**config.mk**
```make
export PLATFORM = sky130hd
export DESIGN_NAME = i2s_transceiver
export DESIGN_NICKNAME = d
export VERILOG_FILES = /design/src/rtl/music_pkg.sv /design/src/rtl/i2s_edge_sync.sv /design/src/rtl/i2s_transceiver.sv
export SDC_FILE = /design/constraint.sdc
export NUM_CORES = 1
export LEC_CHECK = 0
export ABC_CLOCK_PERIOD_IN_PS = 10300
export BUFFER_PORTS_ARGS = -buffer_cell sky130_fd_sc_hd__buf_2
export CAP_MARGIN = 30
export CELL_PAD_IN_SITES_DETAIL_PLACEMENT = 0
export CELL_PAD_IN_SITES_GLOBAL_PLACEMENT = 1
export CORE_MARGIN = 2
export CORE_UTILIZATION = 52
export CTS_BUF_LIST = sky130_fd_sc_hd__clkbuf_4
export CTS_CLUSTER_DIAMETER = 150
export DETAILED_ROUTE_END_ITERATION = 6
export MAX_ROUTING_LAYER = met4
export PLACE_DENSITY_LB_ADDON = 0.12
export SYNTH_ARGS = -nofsm -noshare
export SYNTH_HDL_FRONTEND = slang
export SYNTH_SLANG_ARGS = --single-unit
```
**constraint.sdc**
```tcl
create_clock -name Clk -period 10.3 [get_ports Clk]
set_clock_uncertainty 0.05 [all_clocks]
set_input_delay 2.06 -clock Clk [delete_from_list [all_inputs] [get_ports Clk]]
set_output_delay 2.06 -clock Clk [all_outputs]
set_load 0.005 [all_outputs]
```
**src/rtl/music_pkg.sv**
```systemverilog
// Shared audio types and I2S framing constants for the sampler datapath.
package music_pkg;

  localparam int SAMPLE_W   = 16;
  localparam int I2S_SLOT_W = 32;

  typedef logic signed [SAMPLE_W-1:0] sample_t;

  typedef enum logic {
    CH_LEFT  = 1'b0,
    CH_RIGHT = 1'b1
  } chan_t;

endpackage

```
**src/rtl/i2s_edge_sync.sv**
```systemverilog
// 2-FF synchroniser for an edge-detected clock pin plus W plain data pins.
// Rise/fall strobes come from the edge pin only and are single-cycle.
module i2s_edge_sync #(
  parameter int W = 1
) (
  input  logic         clk_i,
  input  logic         rst_i,
  input  logic         edge_i,
  input  logic [W-1:0] data_i,
  output logic [W-1:0] data_o,
  output logic         rise_o,
  output logic         fall_o
);

  logic         edge_meta_q, edge_sync_q, edge_prev_q;
  logic [W-1:0] data_meta_q, data_sync_q;

  always_ff @(posedge clk_i or posedge rst_i) begin
    if (rst_i) begin
      edge_meta_q <= 1'b0;
      edge_sync_q <= 1'b0;
      edge_prev_q <= 1'b0;
      data_meta_q <= '0;
      data_sync_q <= '0;
    end else begin
      edge_meta_q <= edge_i;
      edge_sync_q <= edge_meta_q;
      edge_prev_q <= edge_sync_q;
      data_meta_q <= data_i;
      data_sync_q <= data_meta_q;
    end
  end

  assign data_o = data_sync_q;
  assign rise_o = edge_sync_q & ~edge_prev_q;
  assign fall_o = ~edge_sync_q & edge_prev_q;

endmodule

```
**src/rtl/i2s_transceiver.sv**
```systemverilog
// I2S slave transceiver on the system clock: codec drives BCLK/LRCLK.
// Define I2S_LOOPBACK_EN to add loopback_sel (TX reloads from the RX pair).
module i2s_transceiver
  import music_pkg::*;
#(
  parameter int DATA_W = SAMPLE_W,
  parameter int SLOT_W = I2S_SLOT_W
) (
  input  logic              Clk,
  input  logic              Reset_h,
  input  logic              i2s_bclk,
  input  logic              i2s_lrclk,
  input  logic              i2s_adcdat,
  output logic              i2s_dacdat,
  output logic [DATA_W-1:0] rx_left,
  output logic [DATA_W-1:0] rx_right,
  output logic              rx_valid,
  input  logic [DATA_W-1:0] tx_left,
  input  logic [DATA_W-1:0] tx_right,
  output logic              tx_load
`ifdef I2S_LOOPBACK_EN
  ,
  input  logic              loopback_sel
`endif
);

  if (SLOT_W < DATA_W + 1) begin : g_bad_slot
    $error("i2s_transceiver: SLOT_W must be at least DATA_W+1");
  end

  localparam int CNT_W = $clog2(SLOT_W + 1);
  localparam logic [CNT_W-1:0] SLOT_MAX  = CNT_W'(SLOT_W);
  localparam logic [CNT_W-1:0] DATA_LAST = CNT_W'(DATA_W);

  logic [1:0] side_sync;
  logic       bclk_rise, bclk_fall, lrclk_s, adc_s;

  i2s_edge_sync #(.W(2)) u_sync (
    .clk_i  (Clk),
    .rst_i  (Reset_h),
    .edge_i (i2s_bclk),
    .data_i ({i2s_adcdat, i2s_lrclk}),
    .data_o (side_sync),
    .rise_o (bclk_rise),
    .fall_o (bclk_fall)
  );

  assign lrclk_s = side_sync[0];
  assign adc_s   = side_sync[1];

  logic [CNT_W-1:0]  bit_cnt_q, bit_cnt_d;
  logic              lr_prev_q, framed_q, have_left_q, rx_valid_q;
  chan_t             chan_q;
  logic [DATA_W-2:0] rx_sr_q;
  logic [DATA_W-1:0] rx_word_d, rx_left_q, rx_right_q;
  logic              boundary, capture, word_done;

  always_comb begin
    boundary  = bclk_rise && (lrclk_s != lr_prev_q);
    bit_cnt_d = (bit_cnt_q == SLOT_MAX) ? bit_cnt_q : bit_cnt_q + 1'b1;
    // framed_q keeps a slot already in progress at reset from being captured
    capture   = bclk_rise && !boundary && framed_q && (bit_cnt_d <= DATA_LAST);
    word_done = capture && (bit_cnt_d == DATA_LAST);
    rx_word_d = {rx_sr_q, adc_s};
  end

  always_ff @(posedge Clk or posedge Reset_h) begin
    if (Reset_h) begin
      bit_cnt_q   <= '0;
      lr_prev_q   <= 1'b0;
      chan_q      <= CH_LEFT;
      framed_q    <= 1'b0;
      have_left_q <= 1'b0;
      rx_sr_q     <= '0;
      rx_left_q   <= '0;
      rx_right_q  <= '0;
      rx_valid_q  <= 1'b0;
    end else begin
      rx_valid_q <= 1'b0;
      if (boundary) begin
        bit_cnt_q <= '0;
        lr_prev_q <= lrclk_s;
        chan_q    <= chan_t'(lrclk_s);
        framed_q  <= 1'b1;
      end else if (bclk_rise) begin
        bit_cnt_q <= bit_cnt_d;
      end
      if (capture) rx_sr_q <= rx_word_d[DATA_W-2:0];
      if (word_done) begin
        if (chan_q == CH_LEFT) begin
          rx_left_q   <= rx_word_d;
          have_left_q <= 1'b1;
        end else if (have_left_q) begin
          rx_right_q  <= rx_word_d;
          rx_valid_q  <= 1'b1;
          have_left_q <= 1'b0;
        end
      end
    end
  end

  logic [DATA_W-1:0] tx_hold_l_q, tx_hold_r_q, load_l, load_r, tx_word;
  logic [DATA_W-2:0] tx_sr_q;
  logic [CNT_W-1:0]  tx_cnt_q;
  logic              tx_first_q, dacdat_q;

`ifdef I2S_LOOPBACK_EN
  assign load_l = loopback_sel ? rx_left_q  : tx_left;
  assign load_r = loopback_sel ? rx_right_q : tx_right;
`else
  assign load_l = tx_left;
  assign load_r = tx_right;
`endif

  assign tx_load = boundary && !lrclk_s;
  assign tx_word = (chan_q == CH_RIGHT) ? tx_hold_r_q : tx_hold_l_q;

  always_ff @(posedge Clk or posedge Reset_h) begin
    if (Reset_h) begin
      tx_hold_l_q <= '0;
      tx_hold_r_q <= '0;
      tx_sr_q     <= '0;
      tx_cnt_q    <= '0;
      tx_first_q  <= 1'b0;
      dacdat_q    <= 1'b0;
    end else begin
      if (tx_load) begin
        tx_hold_l_q <= load_l;
        tx_hold_r_q <= load_r;
      end
      if (boundary) begin
        tx_first_q <= 1'b1;
      end else if (bclk_fall) begin
        if (tx_first_q) begin
          tx_sr_q    <= tx_word[DATA_W-2:0];
          dacdat_q   <= tx_word[DATA_W-1];
          tx_cnt_q   <= CNT_W'(1);
          tx_first_q <= 1'b0;
        end else if (tx_cnt_q < DATA_LAST) begin
          dacdat_q <= tx_sr_q[DATA_W-2];
          tx_sr_q  <= {tx_sr_q[DATA_W-3:0], 1'b0};
          tx_cnt_q <= tx_cnt_q + 1'b1;
        end else begin
          dacdat_q <= 1'b0;
        end
      end
    end
  end

  assign i2s_dacdat = dacdat_q;
  assign rx_left    = rx_left_q;
  assign rx_right   = rx_right_q;
  assign rx_valid   = rx_valid_q;

endmodule

```
* Yosys cells after proc, flatten, opt, wreduce, memory -nomap -nowiden
Index checks and enable logic that the tools add are counted.
Storage, ports and cells: register bits after elaboration 119, word-level logic and storage cells 63, bits of input ports 37
Operators by class: bitwise logic cells 6, $lt $le $gt $ge 2, add/sub/neg operators 2, reductions and logical operators 15, multiplexer cells 16, equal/unequal tests 3
Operators with widths (number):
- two-way mux 15 bit | 2
- two-way mux 6 bit | 5
- two-way mux 16 bit | 1
- adder 6 x 1 -> 6 bit (second input constant) | 2
- two-way mux 1 bit | 8
- == test 6 x 5 -> 1 bit (second input constant) | 1
- == test 6 bit (second input constant) | 1
- less-or-equal comparator 6 x 5 -> 1 bit (second input constant) | 1
- logical AND 1 bit | 6
- < comparator 6 x 5 -> 1 bit (second input constant) | 1
- AND reduction 3 bit | 2
- nonzero test 2 bit | 3
- inverter 1 bit | 4
- AND reduction 2 bit | 2
- bitwise AND 1 bit | 2
- zero test 1 bit | 2
- != test 1 bit | 1

* Depth between registers and ports, before layout
Gate-level depths: netlist of run 1.
depth in word-level cells 9, gate-level depth with buffers 9, gate-level depth less buffers 7

* By module
From an unflattened synthesis of run 1, not the netlist that was laid out.
Unflattened totals: cells, all modules 439, area, all modules 4992.3 um^2
By module, submodules not included:
- i2s_transceiver | area an instance 4798.4 um^2, cells an instance 429, times used 1
- i2s_edge_sync | area an instance 193.9 um^2, cells an instance 10, times used 1

* Least setup slack after synthesis of run 1
OpenSTA, ideal clock, no wires.
kind reg-to-output, from register u_sync.edge_prev_q, to output port tx_load, data required time 8190 ps, path buffers 2, path slack 6990 ps, arrival time 1200 ps, stages on the path, launching flop included 5, cells stage by stage dfrtp_1 > nand2b_4 > buf_6 > nor3b_2 > buf_2
Between the ends: word-level cells in the longest chain between the ends 4
Ends and longest elaborated chain:
- start: declaration | RTL line i2s_edge_sync.sv:15 | logic edge_meta_q, edge_sync_q, edge_prev_q;
- start signal: assignment | RTL line i2s_edge_sync.sv:28 | edge_prev_q <= edge_sync_q;
- inverter 1 bit | RTL line i2s_edge_sync.sv:35 | assign rise_o = edge_sync_q & ~edge_prev_q;
- bitwise AND 1 bit | RTL line i2s_edge_sync.sv:35
- logical AND 1 bit | RTL line i2s_transceiver.sv:59 | boundary = bclk_rise && (lrclk_s != lr_prev_q);
- logical AND 1 bit | RTL line i2s_transceiver.sv:115 | assign tx_load = boundary && !lrclk_s;
- end: declaration | RTL line i2s_transceiver.sv:20 | output logic tx_load
Every way passes these cells.

==> flow_metrics.py, run 1 <==
metrics = {
    "yosys": {
        "syn_area_per_cell_um2": 13.3,
        "ys_seq_area_share_pct": 59.4,
        "synthFlopType": "dfrtp_1",
        "syn_inst": 377,
        "synthArstFlopShare_pct": 100,
        "ys_types": 40,
        "yosys_warnings": 0,
        "synth-edff-count": 0,
        "yosys_register_bits": 119,
        "syn-cell-area_um2": 5010,
        "postSynthNetCount": 417,
    },
    "global_routing": {
        "grt.total_usage_pct": 18.7,
        "grt_max_degree": 68,
        "grt_pass1_vias": 3039,
        "overflow": 0,
        "grt_pass1_wl_mm": 14.5,
        "antenna_found_initial": 0,
    },
    "worst_setup_path": {
        "cp-end-kind": "output pin",
        "cp.required_ps": 8190,
        "slowest_stage": "dfrtp_1",
        "cpPeakStageDelay_ps": 330,
        "cp-start-kind": "flop",
        "critPathKind": "reg2out",
        "arrival_ps": 1610,
        "crit_chain": "buf_4, nor3b_4, buf_2",
        "crit_fanout": 21,
    },
    "power_and_ir_drop": {
        "power_mw": 1.13,
        "power.density_nw_per_um2": 196,
        "p_leak_nw": 2.90,
        "ir_drop_mv": 0.107,
    },
    "final_layout": {
        "final_cell_mix": "dfrtp_1 (119), buf_2 (71), mux2_2 (62)",
        "filler_cell_count": 780,
        "drive_gt1_share_pct": 42.6,
        "multi_input_area_um2": 1900,
        "antenna_cells": 0,
        "post-route-util_pct": 62.2,
        "layout_commonest_cell": "dfrtp_1",
        "area_delta_synth_final_pct": 15.3,
        "regArea_um2": 2980,
        "final_nets": 492,
    },
    "floorplanning": {
        "die_w_um": 102,
        "initial_utilization_pct": 54.0,
        "io_pins": 72,
        "fp-row-count": 35,
        "core_um2": 9280,
        "dieArea_um2": 10400,
        "die_y_um": 102,
    },
    "detailed_routing": {
        "routed-via-count": 3030,
        "drtPass1Iterations": 4,
        "drcViolationCount": 0,
        "avgViaCountPerCell": 5.10,
        "drt.antenna.violating_nets": 0,
        "wirelength_mm": 8.45,
        "avgRoutedWirePerCell_um": 14.2,
        "drt_iter0_drc": 64,
    },
    "placement": {
        "portBuffers": 71,
        "post-dp-hpwl_mm": 5.70,
        "pre_cts_slack_ps": 6720,
        "place_congestion": 0.803,
    },
    "timing": {
        "fin_crit_ps": 3720,
        "rsz0062_at_grt": "false",
        "finalSetupTns_ps": 0,
        "max-slew-margin-rel_pct": 35.0,
        "finalSetupViolCount": 0,
        "max_clock_freq_mhz": 269,
        "fin_crit_sh_pct": 36.1,
        "whs_ps": 309,
        "slew_violations": 0,
        "finalWorstSetupSlack_ps": 6580,
        "worst_pin_slew_ps": 975,
        "hold_violations": 0,
    },
    "clocking": {
        "clk_pin_slew_ps": 110,
        "cts_tree": "yes",
        "clk_latency_ps": 490,
        "cts.sinks": 119,
        "hold_buffers": 0,
        "cts.path.max_buffers": 2,
        "clockRootBuffer": "clkbuf_4",
        "numCtsBuffers": 17,
        "cts-htree-levels": 4,
        "post-cts-setup-buffers": 0,
        "post_cts_resize_count": 0,
    },
    "run_status": {
        "status": "completed",
    },
    "worst_hold_path": {
        "hp-class": "reg2reg",
    },
    "run": {
        "cap_violations": 0,
    },
}
## final timing paths
path / start / to / slack [ps] / cells after the start
setup reg to reg: bit_cnt_q[0] / rx_left[15] / 7530 / 7
hold / removal: u_sync.data_meta_q[1] / u_sync.data_o[1] / 310 / 0
min in group asynchronous: Reset_h / u_sync.data_meta_q[1] / 1680 / 2
max in group asynchronous: Reset_h / framed_q / 7320 / 3
hold reg to reg: u_sync.data_meta_q[1] / u_sync.data_o[1] / 310 / 0
setup / recovery: chan_q / tx_load / 6580 / 3
## power by group
group	switching, mW	internal, mW	total (mW)
logic	0.0691	0.0884	0.157
registers	0.0605	0.548	0.608
clock network	0.170	0.197	0.367
total	0.300	0.833	1.13
## flip-flops by register name, indices dropped and copies added, names as in the netlist
signal              cells
bit_cnt_q               6
chan_q                  1
framed_q                1
have_left_q             1
i2s_dacdat              1
rx_left                16
rx_right               16
rx_sr_q                15
rx_valid                1
tx_cnt_q                6
tx_first_q              1
tx_hold_l_q            16
tx_hold_r_q            16
tx_sr_q                15
u_sync.data_meta_q      2
u_sync.data_o           2
u_sync.edge_meta_q      1
u_sync.edge_prev_q      1
u_sync.edge_sync_q      1
## routing by layer
layer | share of wire, % | wire [um] | up-vias | track usage (%)
li1 | - | - | 1464 | -
met1 | 46 | 3900 | 1493 | 23.5
met5 | 0 | 0 | - | -
met4 | 0.91 | 77 | 0 | 7.08
met3 | 3.9 | 332 | 8 | 4.79
met2 | 49 | 4140 | 65 | 29.5
## critical path: cells and delay by family, from the launching register on
| family | cells | cell delay, ps |
|---|---|---|
| flip-flops | 1 | 330 |
| buffers and inverters | 2 | 480 |
| AND/OR/NAND/NOR | 1 | 320 |
## logic make-up after synthesis
family                   after synthesis  synth area share [%]
adder cells (fa/ha/maj)                3                 0.749
XOR/XNOR                               5                  1.02
AND/OR/NAND/NOR                       80                  7.99
AO/OA/AOI/OAI                         51                  5.64
flip-flops                           119                  59.4
multiplexers                          95                  22.3
buffers and inverters                 24                  2.85
## cell type report
cell class / count / share of cell area (%)
Tap cell: 129 / 2.79
Inverter: 5 / 0.368
Multi-Input combinational cell: 234 / 32.9
Timing Repair Buffer: 75 / 6.80
Clock inverter: 13 / 3.12
Clock buffer: 19 / 2.47
Sequential cell: 119 / 51.5
## cells in the mapped netlist, types with 3 or more instances
cell type  count  area [um2]
nand3_1        3        15.0
or3_1          4        25.0
inv_1          5        18.8
mux2i_1       15         150
nand2_1       49         184
a21oi_1        4        20.0
mux2_2        62         698
clkbuf_1       9        33.8
buf_2          5        25.0
xor2_1         3        26.3
o21ai_0       39         195
ha_1           3        37.5
nor2_1         7        26.3
buf_6          4        45.0
dfrtp_1      119        2980
mux2_4        18         270
## stage by stage
step,instances,area [um2]
after detailed placement,562,5450
after global routing,594,5780
after CTS,594,5780
after global placement,561,5440
final,594,5780
after floorplan,377,5010
No activity file was read; power rests on OpenSTA's default activity.
==> run 2: changes to the inputs <==
- ABC_CLOCK_PERIOD_IN_PS: 10300 -> 3700
- CORE_UTILIZATION: 52 -> 48
- clock period: 10.3 -> 3.7 ns (I/O delays scaled with it)
==> flow_metrics.py, run 2 (synthesis results as in run 1) <==
metrics = {
    "run_status": {
        "status": "completed",
    },
    "floorplanning": {
        "die_w_um": 106,
        "initial_utilization_pct": 49.0,
        "io_pins": 72,
        "core_um2": 10200,
        "dieArea_um2": 11300,
        "fp-row-count": 37,
        "die_y_um": 106,
    },
    "clocking": {
        "post-cts-setup-buffers": 0,
        "clk_latency_ps": 480,
        "clockRootBuffer": "clkbuf_4",
        "cts_tree": "yes",
        "post_cts_resize_count": 0,
        "clk_pin_slew_ps": 110,
        "cts.sinks": 119,
        "hold_buffers": 0,
        "cts-htree-levels": 4,
        "cts.path.max_buffers": 2,
        "numCtsBuffers": 17,
    },
    "timing": {
        "hold_violations": 0,
        "max_clock_freq_mhz": 369,
        "slew_violations": 0,
        "finalWorstSetupSlack_ps": 990,
        "finalSetupViolCount": 0,
        "worst_pin_slew_ps": 891,
        "rsz0062_at_grt": "false",
        "finalSetupTns_ps": 0,
        "fin_crit_sh_pct": 73.2,
        "max-slew-margin-rel_pct": 40.6,
        "fin_crit_ps": 2710,
    },
    "power_and_ir_drop": {
        "ir_drop_mv": 0.249,
        "p_leak_nw": 2.91,
        "power.density_nw_per_um2": 535,
        "power_mw": 3.10,
    },
    "worst_setup_path": {
        "cp.required_ps": 4020,
        "slowest_stage": "or3_1",
        "arrival_ps": 3030,
        "cp-start-kind": "flop",
        "cp_num_buf_inv": 1,
        "cp_top_family": "simple AND/OR/NAND/NOR gates",
        "cpPeakStageDelay_ps": 710,
        "crit_fanout": 17,
        "crit_chain": "inv_1, ha_1, nand2_1, or4_1, nand4_2, or3_1, mux2_2",
        "cp-end-kind": "flop",
        "critPathKind": "reg2reg",
    },
    "final_layout": {
        "final_cell_mix": "dfrtp_1 (119), buf_2 (71), mux2_2 (62)",
        "antenna_cells": 0,
        "layout_commonest_cell": "dfrtp_1",
        "area_delta_synth_final_pct": 15.7,
        "final_cell_area_um2": 5800,
        "final_nets": 494,
        "drive_gt1_share_pct": 43.0,
    },
    "global_routing": {
        "grt_max_degree": 67,
        "grt_pass1_wl_mm": 14.7,
        "grt.total_usage_pct": 17.1,
        "antenna_found_initial": 0,
        "grt_pass1_vias": 3101,
        "overflow": 0,
    },
    "detailed_routing": {
        "routed-via-count": 3023,
        "avgViaCountPerCell": 5.01,
        "drcViolationCount": 0,
        "avgRoutedWirePerCell_um": 14.0,
        "drtPass1Iterations": 4,
        "drt_iter0_drc": 148,
        "wirelength_mm": 8.43,
        "drt.antenna.violating_nets": 0,
    },
    "run": {
        "cap_violations": 0,
    },
    "placement": {
        "portBuffers": 71,
        "place_congestion": 0.877,
        "placed_cell_area_um2": 5480,
        "pre_cts_slack_ps": 989,
        "post-dp-hpwl_mm": 5.75,
    },
    "worst_hold_path": {
        "hp-class": "in2async",
    },
}
run 2: per-layer routing:
metal	vias up	wire length, um	GRT usage [%]
met4	0	78	5.64
met3	8	366	4.60
li1	1475	-	-
met1	1469	3840	21.6
met5	-	0	-
met2	71	4150	27.1
run 2: path summary, 6_finish.rpt:
| check | start | to | slack, ps | depth (start not counted) |
|---|---|---|---|---|
| min | Reset_h | rx_left[12] | 280 | 2 |
| min reg2reg | u_sync.edge_meta_q | u_sync.edge_sync_q | 320 | 0 |
| min in group Clk | i2s_bclk | u_sync.edge_meta_q | 300 | 1 |
| max in group asynchronous | Reset_h | tx_cnt_q[2] | 2560 | 3 |
| max reg2reg | bit_cnt_q[0] | rx_left[3] | 990 | 7 |
| max | bit_cnt_q[0] | rx_left[3] | 990 | 7 |
run 2: layout make-up:
type | count | area (um2)
Multi-Input combinational cell | 234 | 1900
Sequential cell | 119 | 2980
Clock buffer | 17 | 128
Timing Repair Buffer | 77 | 420
Fill cell | 914 | 4430
Inverter | 5 | 22.5
Clock inverter | 15 | 180
Tap cell | 136 | 170
run 2: report_power, final:
part / switching, mW / internal [mW]
clock network: 0.498 / 0.472
registers: 0.146 / 1.52
logic: 0.214 / 0.250
run 2: metrics by stage:
step	instances	hold WS (ps)	utilization (%)
3_3_place_gp	570	283	53.5
4_1_cts	602	256	56.5
6_report	603	278	56.7
5_1_grt	603	240	56.7
3_5_place_dp	570	290	53.5
2_1_floorplan	377	281	-
